## src/rtl/bcd_pkg.sv

```systemverilog
// ---------------------------------------------------------------------------
// bcd_pkg
// Shared constants for the double-dabble converter and the display stage
// that consumes its BCD output.
//   DIGIT_W      : bits per BCD digit
//   ADJ_THRESH   : a digit at or above this value is adjusted before a shift
//   ADJ_ADD      : amount added by the adjust step
//   ADJ_INVALID  : first code that never appears in a legal accumulator
//   state_t      : converter sequencing states
// ---------------------------------------------------------------------------
package bcd_pkg;

    localparam int         DIGIT_W     = 4;
    localparam logic [3:0] ADJ_THRESH  = 4'd5;
    localparam logic [3:0] ADJ_ADD     = 4'd3;
    localparam logic [3:0] ADJ_INVALID = 4'd13;

    typedef enum logic [1:0] {
        IDLE  = 2'd0,
        SHIFT = 2'd1,
        DONE  = 2'd2
    } state_t;

endpackage : bcd_pkg

```

## src/rtl/bcd_digit_adj.sv

```systemverilog
// ---------------------------------------------------------------------------
// bcd_digit_adj
// Combinational add-3 cell applied to one BCD digit before each shift.
//   din  : current accumulator digit
//   dout : adjusted digit
// Mapping: 0..4 pass through, 5..12 get +3, 13..15 give 0. Codes 13..15
// cannot occur in a running conversion; forcing them to 0 keeps the cell
// fully specified.
// ---------------------------------------------------------------------------
module bcd_digit_adj
    import bcd_pkg::*;
(
    input  logic [DIGIT_W-1:0] din,
    output logic [DIGIT_W-1:0] dout
);

    always_comb begin
        dout = din;
        if (din >= ADJ_INVALID) begin
            dout = '0;
        end else if (din >= ADJ_THRESH) begin
            dout = din + ADJ_ADD;
        end
    end

endmodule : bcd_digit_adj

```

## src/rtl/bcd_dd_seq.sv

```systemverilog
// ---------------------------------------------------------------------------
// bcd_dd_seq
// Sequential double-dabble binary-to-BCD converter. One shift per clock,
// BIN_W+1 cycles from accepted start to the done pulse.
//
// Parameters:
//   BIN_W  : binary operand width (1..32)
//   DIGITS : number of BCD digits produced (>=1)
//
// Ports:
//   clk    : rising-edge clock
//   rst_n  : asynchronous active-low reset
//   start  : request pulse, only looked at while busy=0
//   bin    : operand, captured on an accepted start
//   busy   : conversion in progress
//   done   : one-cycle pulse when bcd/ovf have been updated
//   bcd    : packed result, digit 0 in [3:0]
//   ovf    : value did not fit in DIGITS digits (bcd holds the low digits)
//   blank  : (BCD_DD_BLANK_EN only) leading-zero blanking flags per digit
//
// Optional feature macro: BCD_DD_BLANK_EN adds the blank output.
//
// State table:
//   IDLE  | waiting for start; outputs hold the last result
//   SHIFT | one adjust+shift per cycle, cnt counts remaining shifts
//   DONE  | publish accumulator to bcd/ovf, pulse done, drop busy
// ---------------------------------------------------------------------------
module bcd_dd_seq
    import bcd_pkg::*;
#(
    parameter int BIN_W  = 8,
    parameter int DIGITS = 3
) (
    input  logic                      clk,
    input  logic                      rst_n,
    input  logic                      start,
    input  logic [BIN_W-1:0]          bin,
    output logic                      busy,
    output logic                      done,
    output logic [DIGIT_W*DIGITS-1:0] bcd,
    output logic                      ovf
`ifdef BCD_DD_BLANK_EN
    ,
    output logic [DIGITS-1:0]         blank
`endif
);

    localparam int ACC_W = DIGIT_W * DIGITS;
    localparam int CNT_W = $clog2(BIN_W + 1);

    if (BIN_W < 1 || BIN_W > 32 || DIGITS < 1) begin : g_param_check
        $fatal(1, "bcd_dd_seq: illegal parameters BIN_W=%0d DIGITS=%0d", BIN_W, DIGITS);
    end

    state_t             state;
    logic [BIN_W-1:0]   bin_sr;
    logic [ACC_W-1:0]   acc;
    logic [ACC_W-1:0]   acc_adj;
    logic               ovf_acc;
    logic [CNT_W-1:0]   cnt;

    // Per-digit adjust applied to the whole accumulator in parallel.
    for (genvar g = 0; g < DIGITS; g++) begin : g_adj
        bcd_digit_adj u_adj (
            .din  (acc[g*DIGIT_W +: DIGIT_W]),
            .dout (acc_adj[g*DIGIT_W +: DIGIT_W])
        );
    end

`ifdef BCD_DD_BLANK_EN
    logic [DIGITS-1:0] blank_nxt;
    logic              zero_above;

    // Walk from the top digit down; a digit is blanked only while every
    // digit from it upward is zero. Digit 0 always shows.
    always_comb begin
        blank_nxt  = '0;
        zero_above = 1'b1;
        for (int i = DIGITS - 1; i >= 1; i--) begin
            zero_above   = zero_above & (acc[i*DIGIT_W +: DIGIT_W] == '0);
            blank_nxt[i] = zero_above & ~ovf_acc;
        end
    end
`endif

    always_ff @(posedge clk or negedge rst_n) begin
        if (!rst_n) begin
            state   <= IDLE;
            bin_sr  <= '0;
            acc     <= '0;
            ovf_acc <= 1'b0;
            cnt     <= '0;
            busy    <= 1'b0;
            done    <= 1'b0;
            bcd     <= '0;
            ovf     <= 1'b0;
`ifdef BCD_DD_BLANK_EN
            blank   <= '0;
`endif
        end else begin
            done <= 1'b0;
            case (state)
                IDLE: begin
                    if (start) begin
                        bin_sr  <= bin;
                        acc     <= '0;
                        ovf_acc <= 1'b0;
                        cnt     <= CNT_W'(BIN_W);
                        busy    <= 1'b1;
                        state   <= SHIFT;
                    end
                end
                SHIFT: begin
                    // The MSB of the adjusted top digit falls off the end;
                    // any 1 lost there means the value needed more digits.
                    acc     <= {acc_adj[ACC_W-2:0], bin_sr[BIN_W-1]};
                    bin_sr  <= bin_sr << 1;
                    ovf_acc <= ovf_acc | acc_adj[ACC_W-1];
                    cnt     <= cnt - CNT_W'(1);
                    if (cnt == CNT_W'(1)) begin
                        state <= DONE;
                    end
                end
                DONE: begin
                    bcd   <= acc;
                    ovf   <= ovf_acc;
`ifdef BCD_DD_BLANK_EN
                    blank <= blank_nxt;
`endif
                    done  <= 1'b1;
                    busy  <= 1'b0;
                    state <= IDLE;
                end
                default: begin
                    busy  <= 1'b0;
                    state <= IDLE;
                end
            endcase
        end
    end

endmodule : bcd_dd_seq

```

## config.mk

```make
export PLATFORM = sky130hd
export DESIGN_NAME = bcd_dd_seq
export DESIGN_NICKNAME = d
export VERILOG_FILES = /design/src/rtl/bcd_pkg.sv /design/src/rtl/bcd_digit_adj.sv /design/src/rtl/bcd_dd_seq.sv
export SDC_FILE = /design/constraint.sdc
export NUM_CORES = 1
export LEC_CHECK = 0
export ABC_AREA = 1
export CAP_MARGIN = 30
export CORE_ASPECT_RATIO = 0.5
export CORE_MARGIN = 5
export CORE_UTILIZATION = 45
export CTS_CLUSTER_SIZE = 28
export DETAILED_ROUTE_END_ITERATION = 8
export GPL_TIMING_DRIVEN = 0
export PLACE_DENSITY = 0.67
export SETUP_SLACK_MARGIN = 0.3
export SLEW_MARGIN = 20
export SYNTH_ARGS = -nofsm -noshare
export SYNTH_HDL_FRONTEND = slang
export SYNTH_SLANG_ARGS = --single-unit
export TNS_END_PERCENT = 5
```

## constraint.sdc

```tcl
create_clock -name clk -period 1.8 [get_ports clk]
set_input_delay 0.36 -clock clk [delete_from_list [all_inputs] [get_ports clk]]
set_output_delay 0.36 -clock clk [all_outputs]
set_load 0.02 [all_outputs]
```

# ---- Yosys cells after proc, flatten, opt, wreduce, memory -nomap -nowiden
# Cells that the tools add are included.
dict set report word_totals {
  register_bits 42
  latchBits 0
  ramBits 0
  mem_bits_ro 0
  inputBits 11
  out_inout_bits 15
  word_cells 51
  memories 0
}
dict set report op_classes {
  addsub 4
  multipliers 0
  div 0
  magnitude_cmp 6
  eq_ne 5
  n_shift 0
  n_mux 20
  bitwise_logic 2
  reduce_logical 5
}
# operator n
set ops {}
lappend ops {{$mux 4} 7}
lappend ops {{$pmux 12 s2} 1}
lappend ops {{$pmux 8 s2} 1}
lappend ops {{$add 4x2->4 const B} 3}
lappend ops {{$ge 4x3->1 const B} 3}
lappend ops {{$ge 4x4->1 const B} 3}
lappend ops {{$mux 12} 1}
lappend ops {{$mux 8} 1}
lappend ops {{$pmux 4 s2} 1}
lappend ops {{$reduce_and 2->1} 3}
lappend ops {{$eq 4x1->1 const B} 1}
lappend ops {{$mux 2} 2}
lappend ops {{$ne 2x2->1 const B} 2}
lappend ops {{$pmux 1 s2} 2}
lappend ops {{$pmux 2 s2} 1}
lappend ops {{$sub 4x1->4 const B} 1}
lappend ops {{$mux 1} 3}
lappend ops {{$eq 2x1->1 const B} 1}
lappend ops {{$eq 2x2->1 const B} 1}
lappend ops {{$logic_not 2->1} 1}
lappend ops {{$reduce_bool 2->1} 1}
lappend ops {{$not 1->1} 1}
lappend ops {{$or 1x1->1} 1}

# ---- Longest topological paths before layout
dict set report depth {
  word_depth 5
  mapped_depth 9
  depth_no_buf 9
}

# ---- Hierarchy
# From an unflattened synthesis, not the netlist that was laid out.
dict set report unflattened {
  cells_unflattened 274
  area_unflattened_um2 2185.8
}
# module instances cells_each area_each_um2 seq_area_each_um2
set by_module_without_submodules {}
lappend by_module_without_submodules {bcd_dd_seq 1 184 1724.2 1051.0}
lappend by_module_without_submodules {bcd_digit_adj 3 30 153.9 0.0}

# ---- Worst setup path before layout
# OpenSTA, ideal clock, no wires.
dict set report synth_path {
  path_type {register to register}
  from {register acc[4]}
  to {register acc[5]}
  setup_time_ps 117
  arrival_ps 1149
  t_required_ps 1683
  setup_slack_ps 533
  stages_incl_launch_ff 9
  n_path_buf 0
  period_less_slack_ps 1267
  path_cell_list {dfrtp_1 inv_1 ha_1 nand2_1 nand2_1 nand2_1 nand2_1 nand3_1 nand2_1}
}
dict set report synth_between {
  elab_chain_cells 4
  word_cells_on_any_way 6
  classes_between {add/sub (1); order compare (2); mux (3)}
}
# element line_no
set synth_rtl {}
lappend synth_rtl {{from (decl)} bcd_dd_seq.sv:57} ;# logic [ACC_W-1:0] acc;
lappend synth_rtl {{from (signal assigned)} bcd_dd_seq.sv:116} ;# acc <= {acc_adj[ACC_W-2:0], bin_sr[BIN_W-1]};
lappend synth_rtl {{$add 4x2->4 / $ge 4x3->1 (equally long branches)} {bcd_digit_adj.sv:22, bcd_digit_adj.sv:21}}
lappend synth_rtl {{$mux 4} bcd_digit_adj.sv:21} ;# end else if (din >= ADJ_THRESH) begin
lappend synth_rtl {{$mux 4 (*)} bcd_digit_adj.sv:19} ;# if (din >= ADJ_INVALID) begin
lappend synth_rtl {{$pmux 12 s2 (*)} bcd_dd_seq.sv:102} ;# case (state)
# Mark *: on every way between the ends. The rest lies on a longest branch, timed or not.
# A chain may end at the register's enable or synchronous reset.

# ---- Worst setup path in the final report
dict set report layout_path {
  from {register bcd[1]}
  to {output port bcd[1]}
}
# element line_no
set layout_rtl {}
lappend layout_rtl {{from (decl)} bcd_dd_seq.sv:40} ;# output logic [DIGIT_W*DIGITS-1:0] bcd,
lappend layout_rtl {{from (signal assigned)} bcd_dd_seq.sv:95} ;# bcd <= '0;
lappend layout_rtl {{from (signal assigned)} bcd_dd_seq.sv:125} ;# bcd <= acc;
# No word-level cell between the ends.

==> run summary <==
Status = complete, no violations
Power per Cell Area = 1690 mW/mm^2
H-tree levels = 2
Required @ worst endpoint = 1.44 ns
#FFs+latches synth = 42
Total Nets Final = 296
Busiest layer in global routing = met2
Relative slew slack = 0.611
Layout cells sized above 1 = 0.141
Rows = 17
Grt ovf = 0
I/O Buffers = 25
CTS sink cnt = 42
Mapped Avg Cell Area = 8.75 sq um
Final ANT Viol Nets = 0
Met3 Usage GRT = 0.0471
Flop pwr share = 0.365
Final hold vios = 0
Clk slew on worst S/H paths = 0.07 ns
Synth cell types = 25
Routing usage on met2 = 0.249
Vias per cell = 4.76
Core ar. = 0.00449 sq mm
Sw Ratio = 0.433
RSZ-0062 raised after global routing = yes
Largest net degree at the start of global routing = 24
Minimum clock period = 1.61 ns
Ordered list of cells on the worst path = clkdlybuf4s50_1
Commonest non-fill, non-tap cell in the layout = nand2_1
First-pass GRT wire length = 7440 microns
Detailed Routing Iterations Pass 1 = 5
Comb pwr share = 0.506
Placed Area = 0.00249 sq mm
Final core occ = 0.572
Final Max Tran Viols = 0
Total GRT Usage = 0.147
Main flop type after synthesis = dfrtp_1
Ys async rst share = 1.00
Final WL = 4030 microns
Power Total = 4.34 mW
Crit-path slowest cell = clkdlybuf4s50_1
GP Congestion = 0.860
CP arrival = 1.25 ns
CP endpoint kind = output port
Met1 Usage GRT = 0.187
Worst Hold Class = in2async
Max incr delay on CP = 0.61 ns
Internal power = 2.46 mW
Mapped Cells = 244
Worst-Skew Late Latency = 0.29 ns
Peak supply drop = 0.000614 V
DPL Wire Length = 3080 microns
I/O pin count = 26
Number of flops mapped to enable cells by yosys = 0
CTS tree = yes
Clock Tree Buf Depth = 2
Fin crit share = 0.893
Vias = 1,631
Fmax = 622 MHz
Crit-path leading delay family = buffers and inverters
DR iter-0 viols = 69
DIE AREA = 0.00630 sq mm
Root buffer cell = clkbuf_8
Crit Path Class = reg2out
DRC viols = 0
Initial antenna violation count = 0
Most frequent cells in the layout = nand2_1, dfrtp_1, inv_1
Die W = 107 microns
Static leakage = 1.27 nW
Setup bufs post-CTS = 0
Die H = 58.7 microns
Avg WL per Cell = 11.7 microns
Clk_skew = 0.00532 ns
Synth Net Count = 263
TritonCTS Buffers = 5
# diodes = 0
Vias in the first global route = 1,652
Synth Cell Area = 0.00213 sq mm
Setup ws final = 0.192 ns
Initial Util = 0.476
Buf+Inv Stages, Crit Path = 1
Area Growth Syn to Fin = 20.3%
Max FO, Critical Path = 2
Worst-Margin Slew = 0.584 ns
Final instance area = 0.00257 sq mm
Setup violations, final = 0
Seq/Total Area, Yosys = 0.492
Psw = 1.88 mW
Synth Warn # = 0
Clock share of power = 0.129
Pre-CTS WS = 0.267 ns
Maximum Capacitance Violations = 0
Startpoint Class = register
path summary, 6_finish.rpt:
| check | startpoint | to | slack [ns] | cells after the start |
|---|---|---|---|---|
| max | bcd[1] | bcd[1] | 0.19 | 1 |
| min | rst_n | bin_sr[6] | 0.07 | 1 |
| max reg2reg | acc[4] | acc[6] | 0.34 | 8 |
| min reg2reg | ovf | ovf | 0.48 | 2 |
| max in group asynchronous | rst_n | state[0] | 1.23 | 2 |
| min in group clk | ovf | ovf | 0.48 | 2 |
cells by family after synthesis:
family / after synthesis / share of synthesized area
compound gates: 29 / 0.111
fa+ha+maj: 8 / 0.0469
buf+inv: 33 / 0.0774
flops: 42 / 0.492
simple gates: 132 / 0.272
registers in the layout (all words and copies together), names as in the netlist:
signal / flops
acc: 12
bcd: 12
bin_sr: 8
cnt: 4
state: 2
busy: 1
done: 1
ovf: 1
ovf_acc: 1
worst register-to-register path, stage by stage, from the launching register on:
cell     delay (ns)
dfrtp_1        0.42
inv_1          0.12
ha_1           0.25
nand2_1        0.16
nand2_1        0.12
nand2_1        0.12
nand2_1        0.06
nand3_1        0.06
nand2_1        0.05
metal layers:
layer	part of all wire	vias up
met1	0.49	760
met2	0.46	25
met5	0	-
met4	0.0084	0
met3	0.039	4
li1	-	842
per-stage QoR:
step | TNS, ns | instances | hold WS [ns]
global placement | -29.88 | 335 | 0.459
global route | 0 | 343 | 0.101
finish | 0 | 343 | 0.0657
detailed placement | 0 | 336 | 0.390
CTS | 0 | 343 | 0.0759
floorplan | 0 | 244 | 0.0644
area by class of cell:
| cell class | instances | area [sq um] |
|---|---|---|
| Clock buffer | 7 | 76.3 |
| Buffer | 4 | 48.8 |
| Inverter | 29 | 116 |
| Tap cell | 66 | 82.6 |
| Timing Repair Buffer | 26 | 274 |
| Sequential cell | 42 | 1050 |
| Fill cell | 403 | 1920 |
| Multi-Input combinational cell | 169 | 918 |
cells in the mapped netlist (2+ instances only):
library cell	count	area [sq um]
nand2_1	87	327
dfrtp_1	42	1050
inv_1	24	90.1
nand3_1	23	115
o21ai_2	13	114
nor2_1	12	45.0
ha_1	8	100
a21oi_1	5	25.0
buf_6	3	33.8
inv_2	3	11.3
nand4_1	3	18.8
o21ai_1	3	15.0
a21oi_4	2	32.5
nand2_4	2	22.5
nor2_4	2	22.5
o21ai_0	2	10.0
o22ai_1	2	12.5
power by group through the flow:
| stage | clock network (mW) | logic, mW | registers (mW) |
|---|---|---|---|
| 6_report | 0.560 | 2.20 | 1.58 |
| 5_1_grt | 0.623 | 2.50 | 1.63 |
| 4_1_cts | 0.576 | 2.22 | 1.58 |
| 3_5_place_dp | 0 | 2.22 | 1.60 |
| 3_3_place_gp | 0 | 2.15 | 1.58 |
| 2_1_floorplan | 0 | 1.50 | 1.69 |
what timing repair did:
item	in CTS	in global routing
setup endpoints to repair	15	21
hold endpoints to repair	0	0
hold buffers	0	0
gates resized for setup	1	1
pin swaps	0	0
Note: power is estimated with default switching activity, not from simulation.
